### src/rtl/ptw_refill_queue.sv
// Refill queue between the PTW writeback port and the L2 TLB array / L1 response.
// Optional perf counters are built when PTW_REFILL_PERF_EN is defined.
module ptw_refill_queue #(
    parameter int DEPTH   = 4,
    parameter int VADDR_W = 32,
    parameter int PTE_W   = 32,
    parameter int INFO_W  = 4
) (
    input  logic               clk,
    input  logic               rst,
    input  logic               flush,
    input  logic               ptw_valid,
    output logic               ptw_ready,
    input  logic               ptw_exc,
    input  logic [INFO_W-1:0]  ptw_info,
    input  logic [PTE_W-1:0]   ptw_entry,
    input  logic [VADDR_W-1:0] ptw_waddr,
    input  logic [1:0]         ptw_wpn,
    output logic               tlb_we,
    input  logic               tlb_wready,
    output logic [1:0]         tlb_wpn,
    output logic [VADDR_W-13:0] tlb_vpn,
    output logic [PTE_W-1:0]   tlb_entry,
    output logic               resp_valid,
    input  logic               resp_ready,
    output logic               resp_exc,
    output logic [INFO_W-1:0]  resp_info,
    output logic [VADDR_W-1:0] resp_vaddr,
    output logic [PTE_W-1:0]   resp_entry
`ifdef PTW_REFILL_PERF_EN
    ,
    output logic [31:0]        perf_refill,
    output logic [31:0]        perf_fault,
    output logic [31:0]        perf_stall
`endif
);

    localparam int AW = $clog2(DEPTH);
    localparam int CW = AW + 1;
    localparam logic [CW-1:0] FULL = CW'(DEPTH);

    typedef struct packed {
        logic               exc;
        logic [INFO_W-1:0]  info;
        logic [PTE_W-1:0]   entry;
        logic [VADDR_W-1:0] waddr;
        logic [1:0]         wpn;
    } slot_t;

    typedef enum logic {
        EMPTY,
        ISSUE
    } state_t;

    slot_t         mem [DEPTH];
    slot_t         head;
    logic [AW-1:0] wr_ptr;
    logic [AW-1:0] rd_ptr;
    logic [CW-1:0] count;
    logic [CW-1:0] count_d;
    logic          arr_done;
    logic          rsp_done;
    state_t        state;
    state_t        state_d;
    logic          issue;
    logic          push;
    logic          pop;
    logic          arr_ok;
    logic          rsp_ok;

    assign head      = mem[rd_ptr];
    assign ptw_ready = rst & ~flush & (count != FULL);
    assign push      = ptw_valid & ptw_ready;

    assign tlb_wpn    = head.wpn;
    assign tlb_vpn    = head.waddr[VADDR_W-1:12];
    assign tlb_entry  = head.entry;
    assign resp_exc   = head.exc;
    assign resp_info  = head.info;
    assign resp_vaddr = head.waddr;
    assign resp_entry = head.entry;

    // Faults never touch the array, so they count as already written.
    always_comb begin
        issue      = rst & (state == ISSUE);
        tlb_we     = issue & ~arr_done & ~head.exc;
        resp_valid = issue & ~rsp_done;
        arr_ok     = arr_done | head.exc | (tlb_we & tlb_wready);
        rsp_ok     = rsp_done | (resp_valid & resp_ready);
        pop        = issue & arr_ok & rsp_ok;
    end

    always_comb begin
        count_d = count;
        if (push && !pop) begin
            count_d = count + CW'(1);
        end else if (pop && !push) begin
            count_d = count - CW'(1);
        end
        state_d = state;
        if (flush) begin
            state_d = EMPTY;
        end else begin
            state_d = (count_d != '0) ? ISSUE : EMPTY;
        end
    end

    always_ff @(posedge clk) begin
        if (!rst) begin
            state <= EMPTY;
        end else begin
            state <= state_d;
        end
    end

    always_ff @(posedge clk) begin
        if (!rst) begin
            wr_ptr   <= '0;
            rd_ptr   <= '0;
            count    <= '0;
            arr_done <= 1'b0;
            rsp_done <= 1'b0;
            for (int i = 0; i < DEPTH; i++) begin
                mem[i] <= '0;
            end
        end else if (flush) begin
            wr_ptr   <= '0;
            rd_ptr   <= '0;
            count    <= '0;
            arr_done <= 1'b0;
            rsp_done <= 1'b0;
        end else begin
            if (push) begin
                mem[wr_ptr] <= '{exc: ptw_exc, info: ptw_info, entry: ptw_entry,
                                 waddr: ptw_waddr, wpn: ptw_wpn};
                wr_ptr      <= wr_ptr + AW'(1);
            end
            if (pop) begin
                rd_ptr   <= rd_ptr + AW'(1);
                arr_done <= 1'b0;
                rsp_done <= 1'b0;
            end else begin
                arr_done <= arr_done | (tlb_we & tlb_wready);
                rsp_done <= rsp_done | (resp_valid & resp_ready);
            end
            count <= count_d;
        end
    end

`ifdef PTW_REFILL_PERF_EN
    // Counters survive flush; only reset clears them.
    always_ff @(posedge clk) begin
        if (!rst) begin
            perf_refill <= '0;
            perf_fault  <= '0;
            perf_stall  <= '0;
        end else begin
            if (pop && !head.exc) begin
                perf_refill <= perf_refill + 32'd1;
            end
            if (pop && head.exc) begin
                perf_fault <= perf_fault + 32'd1;
            end
            if (ptw_valid && !ptw_ready) begin
                perf_stall <= perf_stall + 32'd1;
            end
        end
    end
`endif

endmodule

### config.mk
export PLATFORM = sky130hd
export DESIGN_NAME = ptw_refill_queue
export DESIGN_NICKNAME = d
export VERILOG_FILES = /design/src/rtl/ptw_refill_queue.sv
export SDC_FILE = /design/constraint.sdc
export NUM_CORES = 1
export LEC_CHECK = 0
export BUFFER_PORTS_ARGS = -buffer_cell sky130_fd_sc_hd__buf_2
export CAP_MARGIN = 40
export CORE_ASPECT_RATIO = 1.25
export CORE_MARGIN = 2
export CORE_UTILIZATION = 40
export DETAILED_ROUTE_END_ITERATION = 10
export GPL_TIMING_DRIVEN = 0
export PLACE_DENSITY = 0.69
export SLEW_MARGIN = 5
export SYNTH_ARGS = -nofsm -noshare
export SYNTH_HDL_FRONTEND = slang
export SYNTH_SLANG_ARGS = --single-unit
### constraint.sdc
create_clock -name clk -period 6 [get_ports clk]
set_input_delay 0.3 -clock clk [delete_from_list [all_inputs] [get_ports clk]]
set_output_delay 0.3 -clock clk [all_outputs]
set_load 0.02 [all_outputs]
Word-level counts from Yosys, hierarchy flattened. Memory sizes are Yosys's and may differ from the RTL's. A register that Yosys moved wholly into a read port is not among the register bits. Index checks and enable logic that the tools add are counted.

Register bits after elaboration: 10. Latch bits: 0. Memory bits (writable): 284. Bits in read-only memories: 0. Logic and storage cells: 53. Memories kept: 1.

$add $sub $neg: 4. $mul: 0. Div/mod/pow operators: 0. $lt $le $gt $ge: 0. Equality and inequality tests: 1. Shifts and indexed selects: 0. Muxes and demuxes: 13. Bitwise logic cells: 20. Reduce and logical (&&, ||, !) cells: 8.

Memories: mem (words 4, bits a word 71, rd ports 1, clocked after memory_dff 1, write ports 4, line 55) `slot_t mem [DEPTH];`.

Operators with widths (number): $mux 71 (1); $reduce_or 71->1 (1); $and 1x1->1 (11); $mux 1 (7); $mux 2 (3); $mux 3 (2); $not 1->1 (5); $add 2x1->2 const B (2); $or 1x1->1 (4); $add 3x1->3 const B (1); $ne 3x3->1 const B (1); $reduce_bool 3->1 (1); $reduce_or 3->1 (1); $sub 3x1->3 const B (1); $logic_and 1x1->1 (2); $logic_not 1->1 (2); $reduce_or 2->1 (1).

Logic depth before layout (Yosys ltp). Gate-level depths: netlist of the first run.

Depth in word-level cells: 12. Mapped depth: 8. Mapped depth without buffers: 7.

Worst setup path before layout of the first run. Ideal clock, no wire load.

Path type: register -> register. From: register count[1]. To: memory mem[3][0] (netlist name), enable pin. Setup time: 523 ps. Arrival time: 4742 ps. Required time: 5477 ps. Setup slack: 735 ps. Stages on the path, launching flop included: 8. Buffers on the path: 1. Cell sequence: dfxtp_1 inv_1 ha_1 nand2_1 and3_1 clkbuf_1 nand2_1 a21oi_1.

RTL lines: start: declaration (line 59) `logic [CW-1:0] count;`; start signal: assignment (line 146) `count <= count_d;`; end: declaration (line 55).

==> results of run 1 <==
[layout by cell type (no fill, tap or decap), drive strengths merged]
master    count
edfxtp      284
inv           4
buf         273
nand4         1
o21ai         1
mux4         71
o221ai        1
o22a          1
ha            3
xnor2         4
and2b         1
nand3         1
clkinv       10
diode         2
o311ai        1
nand2         7
and3         72
o211ai        1
a21oi         5
nor3b         1
maj3          1
xor2          1
nand2b        3
clkinvlp      2
nor2          9
dfxtp        12
bufinv        9
clkbuf       84
o211a         1
mux2i         1
and2        214
a31oi         1
nor3          5
o31a          1
[power breakdown]
part / internal [W] / total [W] / switching [W]
clock network: 0.00127 / 0.00204 / 0.000772
registers: 0.00236 / 0.00238 / 0.0000219
logic: 0.000154 / 0.000387 / 0.000233
total: 0.00378 / 0.00481 / 0.00103
[cell families (layout without fill, tap and decap cells)]
logic type | after synthesis | after routing
buf+inv | 112 | 382
xor+xnor | 5 | 5
mux | 72 | 72
compound gates | 13 | 13
other cells | 0 | 2
simple gates | 314 | 314
flops | 296 | 296
fa+ha+maj | 4 | 4
[sequential cells by signal (all words and copies together), names as in the netlist, named ones only]
register  flops
mem         284
wr_ptr        2
state         1
rsp_done      1
count         3
arr_done      1
rd_ptr        2
[path summary, 6_finish.rpt]
check,slack (ns),depth (start not counted),start,end
setup / recovery,2.35,10,count[1]$_SDFF_PP0_,mem[1][28]$_SDFFCE_PN0P_
hold / removal,0.06,3,resp_ready,rsp_done$_SDFF_PP0_
setup reg to reg,2.35,10,count[1]$_SDFF_PP0_,mem[1][28]$_SDFFCE_PN0P_
hold reg to reg,0.52,2,wr_ptr[1]$_SDFFE_PP0N_,wr_ptr[1]$_SDFFE_PP0N_
[layer usage]
metal | track usage | wire length (um)
met5 | 0 | 30
met4 | 0.0565 | 755
met3 | 0.0289 | 1540
met2 | 0.313 | 15800
met1 | 0.199 | 11200
[stage by stage]
step	utilization	power (W)	setup slack, ns	instances	hold slack (ns)
2_1_floorplan	-	0.00265	0.735	816	0.458
3_3_place_gp	0.451	0.00281	-3.11	1435	0.474
3_5_place_dp	0.460	0.00282	2.23	1452	0.512
4_1_cts	0.493	0.00485	2.29	1504	0.0311
5_1_grt	0.493	0.00496	2.15	1505	0.0445
6_report	0.493	0.00481	2.35	1506	0.0570
[final cells by class]
| type | instances | area, um^2 |
|---|---|---|
| timing repair buffer | 218 | 1270 |
| clock buffer | 31 | 733 |
| clock inverter | 21 | 339 |
| antenna | 2 | 5.00 |
| sequential | 296 | 8770 |
| multi-input combinational | 408 | 3760 |
| inverter | 4 | 15.0 |
| fill | 2750 | 16500 |
| buffer | 108 | 617 |
| tap | 418 | 523 |
[worst max-delay path, stage by stage, from the launching register on]
cell and delay, ns:
dfxtp_1 0.38, inv_1 0.09, ha_1 0.20, nand2_1 0.11, nand3_1 0.23, nor2_1 0.59, buf_6 0.22, clkbuf_1 0.44
nand2_1 0.21, nand2_4 0.51, buf_16 0.29
==> qor.csv, run 1 <==
stage,metric,value,unit
logic_synthesis,synth_seq_cells,296,
worst_setup_path,cp-start-kind,register,
clock_network,ctsHtreeMaxLevel,1,
logic_synthesis,yosysTopAreaCell,edfxtp_1,
sta,slew_headroom,0.492,
logic_synthesis,yosys-top-cells-count,"edfxtp_1, and2_1, and3_1",
route,drt-wirelength-per-cell,19.5,um
route,ant_nets,0,
floorplanning,dieHeight,206,um
logic_synthesis,yosys.area_share.simple,0.147,
clock_network,clockBufferDepth,3,
clock_network,cts.sinks,296,
worst_setup_path,path_class,reg -> reg,
pwr,cellLeakagePower,6.45,nW
final_layout,layout-drive-gt1-share,0.367,
clock_network,cts_tree,done,
logic_synthesis,synth_edf_count,284,
logic_synthesis,synth_top_area_frac,0.650,
place,io_buffers,201,
worst_setup_path,path_max_fanout,37,
clock_network,numCtsBuffers,29,
logic_synthesis,synth_top_family_by_area,simple AND/OR/NAND/NOR gates,
route,dr.pass1.iters,4,
clock_network,post_cts_resized,0,
place,placed_cell_area,0.0150,mm^2
status,status,"finished, final reports clean",
final_layout,syn_to_final_growth,22.2,%
clock_network,clk_latency,0.55,ns
floorplanning,die_x,166,um
logic_synthesis,syn-cell-area,0.0131,mm^2
global_route,grt_max_degree,38,
global_route,antenna_found_initial,4,
logic_synthesis,synth_warnings,0,
global_route,grt_usage,0.169,
sta,final.setup.tns,0,ns
clock_network,path_clk_slew,0.06,ns
sta,final-setup-viol-count,0,
worst_setup_path,critPathCaptureType,register,
pwr,power_density,300,mW/mm^2
hold_path,min_path_type,in -> reg,
route,viasPerCell,5.03,
route,drt-total-wl,29300,um
sta,fin_skew,0.00975,ns
sta,fmax,0.274,GHz
run,maxCapViolCount,0,
logic_synthesis,syn_nets,896,
logic_synthesis,synthMuxAreaShare,0.123,
worst_setup_path,cp.arrival,3.88,ns
sta,slew_viol_final,0,
global_route,overflow,0,
logic_synthesis,synthAdderAreaFrac,0.00372,
sta,final.period_utilization,0.609,
floorplanning,core_area,0.0325,mm^2
global_route,grt_pass1_wl,44000,um
floorplanning,start_util,0.404,
pwr,peakVddDrop,0.000191,V
place,gp_congestion,0.706,
global_route,grt_pass1_vias,7723,
clock_network,cts-root-buf,clkbuf_16,
logic_synthesis,synth_area_per_cell,16.1,um^2
clock_network,post_cts_buffers,0,
logic_synthesis,seq_area_frac_synth,0.668,
logic_synthesis,synth.most_common_cell,edfxtp_1,
logic_synthesis,synth_compound_area_frac,0.00725,
floorplanning,io_pins,203,
route,vias,7581,
logic_synthesis,synth_ff_type,edfxtp_1,
logic_synthesis,synth-xor-area-share,0.00334,
sta,rsz0062_at_grt,no,
worst_setup_path,critPathRequiredTime,6.22,ns
sta,hold_viol,0,
sta,period_minus_slack,3.65,ns
clock_network,cts_hold_buf,0,
logic_synthesis,syn_inst,816,
sta,worst_pin_slew,0.761,ns
logic_synthesis,synth_cell_types,32,
route,drc,0,
place,hpwl,19100,um
floorplanning,dieArea,0.0343,mm^2
floorplanning,rows,74,
route,drtIter0Drc,374,
final_layout,post-route-cell-area,0.0160,mm^2
logic_synthesis,synth_area_leaders,"edfxtp_1, mux4_2, and2_1",
logic_synthesis,async_flop_share,0,
final_layout,nets,1145,
(Power assumes the default switching activity.)
==> run 2, diff against run 1 <==
--- a/config.mk
+++ b/config.mk
@@ -12,7 +12,7 @@
 export CORE_UTILIZATION = 40
 export DETAILED_ROUTE_END_ITERATION = 10
 export GPL_TIMING_DRIVEN = 0
-export PLACE_DENSITY = 0.69
+export PLACE_DENSITY = 0.71
 export SLEW_MARGIN = 5
 export SYNTH_ARGS = -nofsm -noshare
 export SYNTH_HDL_FRONTEND = slang
==> constraint.sdc (replaced) <==
create_clock -name clk -period 3 [get_ports clk]
set_input_delay 0.15 -clock clk [delete_from_list [all_inputs] [get_ports clk]]
set_output_delay 0.15 -clock clk [all_outputs]
set_load 0.02 [all_outputs]
==> qor.csv, run 2 (same netlist as run 1, synthesis figures left out) <==
stage,metric,value,unit
clock_network,path_clk_slew,0.06,ns
sta,fmax,0.350,GHz
sta,period_minus_slack,2.85,ns
clock_network,numCtsBuffers,30,
global_route,met2_usage,0.333,
place,gp_congestion,0.738,
sta,timing.final.ws_setup,0.146,ns
worst_setup_path,cp-start-kind,register,
place,dp_cells,1451,
final_layout,reg.largest.list,"mem: 284 flops, count: 3 flops",
hold_path,min_path_type,in -> reg,
sta,worst_pin_slew,0.724,ns
pwr,power_density,562,mW/mm^2
final_layout,post-route-cell-area,0.0168,mm^2
clock_network,cts_tree,done,
status,status,"finished, final reports clean",
final_layout,final_common_cell,edfxtp_1,
floorplanning,core_area,0.0325,mm^2
worst_setup_path,cp.arrival,3.09,ns
sta,fin_skew,0.0132,ns
clock_network,ctsHtreeMaxLevel,1,
floorplanning,dieArea,0.0343,mm^2
floorplanning,io_pins,203,
final_layout,nets,1225,
route,drt-total-wl,30800,um
final_layout,final_cell_mix,"edfxtp_1, and2_1, buf_2, dlygate4sd3_1, and3_1",
final_layout,fillers,2671,
sta,rsz0062_at_grt,yes,
final_layout,fin_cells,1588,
route,drt-wirelength-per-cell,19.4,um
global_route,overflow,0,
pwr,cellLeakagePower,6.76,nW
clock_network,clockBufferDepth,3,
floorplanning,rows,74,
route,vias,7880,
final_layout,layout-drive-gt1-share,0.343,
floorplanning,dieHeight,206,um
clock_network,clk_latency,0.56,ns
worst_setup_path,critPathCaptureType,register,
place,io_buffers,201,
global_route,grt_usage,0.176,
place,pre_cts_ws,-0.501,ns
route,ant_nets,0,
sta,slew_headroom,0.517,
final_layout,largest_register_ffs,284,
global_route,grt_max_degree,53,
pwr,peakVddDrop,0.000377,V
route,dr.pass1.iters,4,
global_route,grt_pass1_vias,8316,
global_route,busiest_layer,met2,
global_route,grt_use_met3,0.0314,
floorplanning,start_util,0.404,
sta,slew_viol_final,0,
final_layout,top_register,mem,
worst_setup_path,path_max_fanout,33,
place,placed_cell_area,0.0150,mm^2
global_route,grt_pass1_wl,46200,um
sta,hold_viol,0,
global_route,grt.met1_usage,0.203,
worst_setup_path,critPathRequiredTime,3.24,ns
floorplanning,die_x,166,um
route,drtIter0Drc,557,
run,maxCapViolCount,0,
global_route,antenna_found_initial,1,
final_layout,utilization,0.516,
route,drc,0,
sta,final.period_utilization,0.951,
final_layout,syn_to_final_growth,27.8,%
sta,final-setup-viol-count,0,
clock_network,cts-root-buf,clkbuf_16,
clock_network,cts.sinks,296,
route,viasPerCell,4.96,
worst_setup_path,path_class,reg -> reg,
place,hpwl,19600,um
sta,whs,0.0920,ns
==> run 2: cell type report <==
type	instances	area (um^2)	share of cell area
repair buffers	296	2060	0.123
multi-input cells	410	3790	0.226
flip-flops and latches	296	8770	0.523
well taps	418	523	0.0312
diodes	1	2.50	0.000149
plain buffers	107	617	0.0368
inverters	4	15.0	0.000895
clock buffers	47	846	0.0504
clock inverters	9	143	0.00851
==> run 2: metal layers <==
layer | up-vias | part of all wire
met5 | - | 0
met1 | 3974 | 0.39
met2 | 213 | 0.54
li1 | 3651 | -
met3 | 42 | 0.050
met4 | 0 | 0.019
==> run 2: final timing paths <==
check	start	slack [ns]	to	cells after the start
worst min register to register	rd_ptr[1]$_SDFFE_PP0P_	0.53	register	2
worst max-delay path	count[1]$_SDFF_PP0_	0.15	mem[2][17]$_SDFFCE_PN0P_	7
worst min-delay path	ptw_valid	0.09	count[2]$_SDFF_PP0_	5
worst max register to register	count[1]$_SDFF_PP0_	0.15	mem[2][17]$_SDFFCE_PN0P_	7
==> run 2: per-stage QoR <==
stage / TNS (ns) / power (W)
after floorplan: 0 / 0.00530
after global placement: -434.32 / 0.00560
after detailed placement: -49.13 / 0.00565
after CTS: -2.51 / 0.00950
after global routing: -0.0343 / 0.00972
final: 0 / 0.00943
==> run 2: report_power, final <==
part	leakage, nW	switching, W	internal [W]
combinational	3.28	0.000495	0.000379
sequential	3.00	0.0000453	0.00472
clock	0.478	0.00152	0.00227
total	6.76	0.00206	0.00737
==> run 2: critical path, stage by stage, from the launching register on <==
cell	delay [ns]
dfxtp_1	0.38
inv_1	0.09
ha_1	0.21
nand2_1	0.11
nand3_1	0.27
nor3b_2	0.63
nand2b_4	0.52
buf_12	0.29
==> run 2: what timing repair did <==
item                                   CTS  global route
gates resized for setup                  4             3
setup endpoints to repair              151           140
endpoints found under the hold margin  286             0
pin swaps                                1             1
buffers inserted                         2             3
gates cloned                             0             2
hold buffers                            74             0
